`src/rtl/regblock_window_acc.sv`:
```
// Groups enabled q samples into windows of WINDOW samples and queues a
// {sum, max, seq} record per window in a small FIFO behind a valid/ready port.
module regblock_window_acc #(
   parameter int WIDTH  = 32,
   parameter int WINDOW = 4,
   parameter int ACC_W  = 40,
   parameter int DEPTH  = 2
) (
   input  logic             clk,
   input  logic             rst,
   input  logic             en,
   input  logic [WIDTH-1:0] q,
   output logic             out_valid,
   input  logic             out_ready,
   output logic [ACC_W-1:0] out_sum,
   output logic [WIDTH-1:0] out_max,
   output logic [7:0]       out_seq,
   output logic [7:0]       drop_cnt,
   output logic             busy
);

   localparam int CW = $clog2(WINDOW);
   localparam int PW = (DEPTH > 1) ? $clog2(DEPTH) : 1;
   localparam int NW = $clog2(DEPTH + 1);
   localparam int RW = ACC_W + WIDTH + 8;
   localparam logic [CW-1:0] LAST     = CW'(WINDOW - 1);
   localparam logic [NW-1:0] FULL     = NW'(DEPTH);
   localparam logic [PW-1:0] PTR_LAST = PW'(DEPTH - 1);

   typedef enum logic {IDLE, ACC} state_t;

   // Handshake: a record transfers on a rising edge where out_valid && out_ready;
   // the head record and out_valid are held until that transfer happens.
   typedef struct packed {
      state_t        state;
      logic [CW-1:0] count;
   } dbg_t;

   state_t           state, state_n;
   logic [CW-1:0]    count, count_n;
   logic [ACC_W-1:0] sum_r, sum_n;
   logic [WIDTH-1:0] max_r, max_n, upd_max;
   logic [7:0]       seq_r;
   logic [7:0]       drop_r;
   logic             push, pop, push_ok;
   logic [RW-1:0]    rec_n;
   dbg_t             dbg;

   logic [RW-1:0]    mem [DEPTH];
   logic [PW-1:0]    rd_ptr, wr_ptr;
   logic [NW-1:0]    fcnt;
   logic [RW-1:0]    last_rec;
   logic [RW-1:0]    head;

   assign dbg.state = state;
   assign dbg.count = count;
   assign upd_max   = (q > max_r) ? q : max_r;

   always_ff @(posedge clk) begin
      if (rst) begin
         state <= IDLE;
         count <= '0;
         sum_r <= '0;
         max_r <= '0;
      end else begin
         state <= state_n;
         count <= count_n;
         sum_r <= sum_n;
         max_r <= max_n;
      end
   end

   always_comb begin
      state_n = state;
      count_n = count;
      sum_n   = sum_r;
      max_n   = max_r;
      push    = 1'b0;
      rec_n   = '0;
      case (state)
         IDLE: begin
            if (en) begin
               state_n = ACC;
               sum_n   = ACC_W'(q);
               max_n   = q;
               count_n = CW'(1);
            end
         end
         ACC: begin
            if (en) begin
               if (dbg.count == LAST) begin
                  push    = 1'b1;
                  rec_n   = {sum_r + ACC_W'(q), upd_max, seq_r};
                  state_n = IDLE;
                  count_n = '0;
                  sum_n   = '0;
                  max_n   = '0;
               end else begin
                  sum_n   = sum_r + ACC_W'(q);
                  max_n   = upd_max;
                  count_n = count + CW'(1);
               end
            end
         end
         default: state_n = IDLE;
      endcase
   end

   // A full FIFO still accepts a push when the head leaves on the same edge.
   assign pop     = (fcnt != '0) && out_ready;
   assign push_ok = push && ((fcnt != FULL) || pop);

   always_ff @(posedge clk) begin
      if (rst) begin
         for (int i = 0; i < DEPTH; i++) mem[i] <= '0;
         rd_ptr   <= '0;
         wr_ptr   <= '0;
         fcnt     <= '0;
         last_rec <= '0;
         seq_r    <= '0;
         drop_r   <= '0;
      end else begin
         if (push_ok) begin
            mem[wr_ptr] <= rec_n;
            wr_ptr      <= (wr_ptr == PTR_LAST) ? '0 : wr_ptr + PW'(1);
         end
         if (pop) begin
            last_rec <= mem[rd_ptr];
            rd_ptr   <= (rd_ptr == PTR_LAST) ? '0 : rd_ptr + PW'(1);
         end
         case ({push_ok, pop})
            2'b10:   fcnt <= fcnt + NW'(1);
            2'b01:   fcnt <= fcnt - NW'(1);
            default: fcnt <= fcnt;
         endcase
         if (push) seq_r <= seq_r + 8'd1;
         if (push && !push_ok && (drop_r != 8'hFF)) drop_r <= drop_r + 8'd1;
      end
   end

   // With the FIFO empty the outputs keep showing the last record consumed.
   assign head      = (fcnt != '0) ? mem[rd_ptr] : last_rec;
   assign out_sum   = head[RW-1 -: ACC_W];
   assign out_max   = head[WIDTH+7 -: WIDTH];
   assign out_seq   = head[7:0];
   assign out_valid = (fcnt != '0);
   assign drop_cnt  = drop_r;
   assign busy      = (dbg.state == ACC) || out_valid;

endmodule

```
`config.mk`:
```
export PLATFORM = sky130hd
export DESIGN_NAME = regblock_window_acc
export DESIGN_NICKNAME = d
export VERILOG_FILES = /design/src/rtl/regblock_window_acc.sv
export SDC_FILE = /design/constraint.sdc
export NUM_CORES = 1
export LEC_CHECK = 0
export CAP_MARGIN = 40
export CORE_MARGIN = 3
export CORE_UTILIZATION = 25
export CTS_CLUSTER_DIAMETER = 40
export DETAILED_ROUTE_END_ITERATION = 8
export GPL_TIMING_DRIVEN = 0
export PLACE_DENSITY = 0.52
export SKIP_CTS_REPAIR_TIMING = 1
export SLEW_MARGIN = 20
export SYNTH_ARGS = -nofsm -noshare
export SYNTH_HDL_FRONTEND = slang
export SYNTH_SLANG_ARGS = --single-unit
```
`constraint.sdc`:
```
create_clock -name clk -period 6.6 [get_ports clk]
set_input_delay 1.32 -clock clk [delete_from_list [all_inputs] [get_ports clk]]
set_output_delay 1.32 -clock clk [all_outputs]
set_load 0.005 [all_outputs]
```
==> results.json <==
{
  "grtUsageTotal_pct": 15.2,
  "synth_nets": 1887,
  "syn_to_final_growth_pct": 26.0,
  "die_area_um2": 70700,
  "drt_iter0_drc": 1132,
  "start_util_pct": 25.5,
  "route.final.wire_length_um": 55600,
  "clk_pin_slew_ns": 0.05,
  "r2r_end": "fcnt[1]",
  "p_per_area_nw_per_um2": 274,
  "async_flop_share_pct": 0,
  "yosysSeqAreaShare_pct": 49.3,
  "cp-startpoint": "fcnt[0]",
  "boundaryPins": 126,
  "peakVddDrop_v": 0.000184,
  "r2r_cells": 11,
  "synth_edf_count": 160,
  "status": "finished clean",
  "ctsRootBufferMaster": "clkbuf_16",
  "synthFlopType": "dfxtp_1",
  "routedWlPerCell_um": 19.2,
  "finalClockSkew_ns": 0.0323,
  "synth_cell_types": 66,
  "final_common_cell": "nor2_1",
  "r2r_slack_ns": 2.52,
  "place_congestion": 0.907,
  "syn_area_um2": 16900,
  "vias_per_cell": 4.97,
  "postLayoutCellArea_um2": 21300,
  "gr-total-overflow": 0,
  "power.total_uw": 5840,
  "cp-start-kind": "flop",
  "dpl_cell_area_um2": 19400,
  "final_layout_size_suffix_gt1_share_pct": 6.84,
  "syn_avg_cell_area_um2": 9.48,
  "detailroute.via_count": 14300,
  "die_x_um": 266,
  "grt_pass1_vias": 14000,
  "cts.sinks": 336,
  "drc": 0,
  "hold_class": "reg -> reg",
  "setup_viol": 0,
  "max_slew_margin_pct": 41.1,
  "fin_util_pct": 32.1,
  "cap_violations": 0,
  "hold_slack_ns": 0.465,
  "antenna_found_initial": 8,
  "coreArea_um2": 66300,
  "dp_hpwl_um": 42100,
  "insertion_delay_ns": 0.60,
  "cts_tree": "done",
  "worstPathRequired_ns": 5.28,
  "final_cell_mix": "326 x nor2_1, 215 x a21oi_1, 176 x dfxtp_1",
  "synth_cells": 1782,
  "ys_seq_elements": 336,
  "cp-end-kind": "output pin",
  "numCtsBuffers": 53,
  "path_class": "reg -> out",
  "ant_nets": 0,
  "nets": 2081,
  "cp-endpoint": "out_sum[0]",
  "htreeDepth": 2,
  "final_max_slew_viol_count": 0,
  "grt_max_degree": 42,
  "numPortBuffers": 125,
  "rsz0062_at_grt": "false",
  "worst_pin_slew_ns": 0.884,
  "fin_crit_sh_pct": 76.9,
  "clockBufferDepth": 3,
  "finalHoldViolations": 0,
  "worstPathMaxFanout": 10,
  "cp.arrival_ns": 3.75,
  "ys_warn_count": 0,
  "r2r-start": "fcnt[0]",
  "cellLeakagePower_uw": 0.00748,
  "rows": 94,
  "post-route-min-period_ns": 5.07,
  "setup_slack_ns": 1.53,
  "detailedPlace.worstSlack_ns": 1.27,
  "fmax_ghz": 0.197,
  "die-height_um": 266,
  "dr.pass1.iters": 7,
  "grt_pass1_wl_um": 82800
}
worst min path at each step:
stage                   from       end  slack (ns)  depth (start not counted)
finish              count[1]  count[1]        0.46                          2
global route        count[1]  count[1]        0.51                          2
CTS                 count[1]  count[1]        0.47                          2
detailed placement  count[1]  count[1]        0.46                          2
global placement    count[1]  count[1]        0.45                          2
floorplan           count[1]  count[1]        0.44                          2
per-layer routing:
layer	GRT usage [%]	routed length, µm	up-vias
met1	20.2	24700	6949
met3	3.60	3920	87
li1	-	-	6897
met4	4.45	1350	4
met5	0	23	-
met2	24.7	25500	409
cells in the mapped netlist, drive strengths merged (14+ instances only):
library cell	number	area (µm²)
nand4	19	125
a211oi	103	773
and2	16	100
o211ai	14	110
clkbuf	110	414
o21ai	71	359
buf	15	76.3
nand3	47	235
a21o	25	188
and3	19	119
a22o	32	280
xor2	25	219
nor3	19	95.1
mux2i	85	851
nand2	57	216
xnor2	20	175
inv	47	176
dfxtp	176	3520
ha	68	851
edfxtp	160	4800
nor2	327	1230
a21oi	215	1080
sequential cells by signal, indices dropped and copies added, names as in the netlist, named ones only:
signal	flops
wr_ptr	1
seq_r	8
rd_ptr	1
fcnt	2
state	1
sum_r	40
drop_cnt	8
max_r	32
mem	160
count	2
last_rec	80
cells by family (layout without fill, tap and decap cells):
family / count (synthesis) / after routing / synth area share (%)
adders and majority gates: 69 / 69 / 5.16
DFF: 336 / 336 / 49.3
other: 0 / 5 / 0
and+or+nand+nor: 551 / 551 / 14.5
buffers and inverters: 172 / 409 / 3.95
xor gates and xnor gates: 45 / 45 / 2.33
muxes: 85 / 85 / 5.04
AOI/OAI and AO/OA: 524 / 524 / 19.7
critical path, stage by stage (launching register included):
cell and delay (ns):
dfxtp_1 0.41, or2_2 0.14, clkbuf_1 0.42, buf_6 0.23
clkbuf_2 0.42, clkbuf_1 0.69, a21oi_1 0.28, clkdlybuf4s50_1 0.53
metrics by stage:
step / cells / setup TNS (ns)
final: 2888 / 0
after floorplan: 1782 / 0
after detailed placement: 2782 / 0
after global routing: 2884 / 0
after CTS: 2880 / 0
after global placement: 2771 / -288.89
cell type report:
class | count | area (µm²)
multi-input combinational | 1274 | 7910
clock inverter | 36 | 412
inverter | 47 | 176
tap | 864 | 1080
clock buffer | 62 | 1420
sequential | 336 | 8330
antenna | 5 | 12.5
buffer | 125 | 492
timing repair buffer | 139 | 1450
fill | 6892 | 45100
report_power, final:
part	internal (µW)	switching [µW]	total, µW	leakage [µW]
registers	2260	38.7	2290	0.00308
logic	241	431	672	0.00352
clock network	1770	1100	2870	0.000881
(Power assumes the default switching activity.)
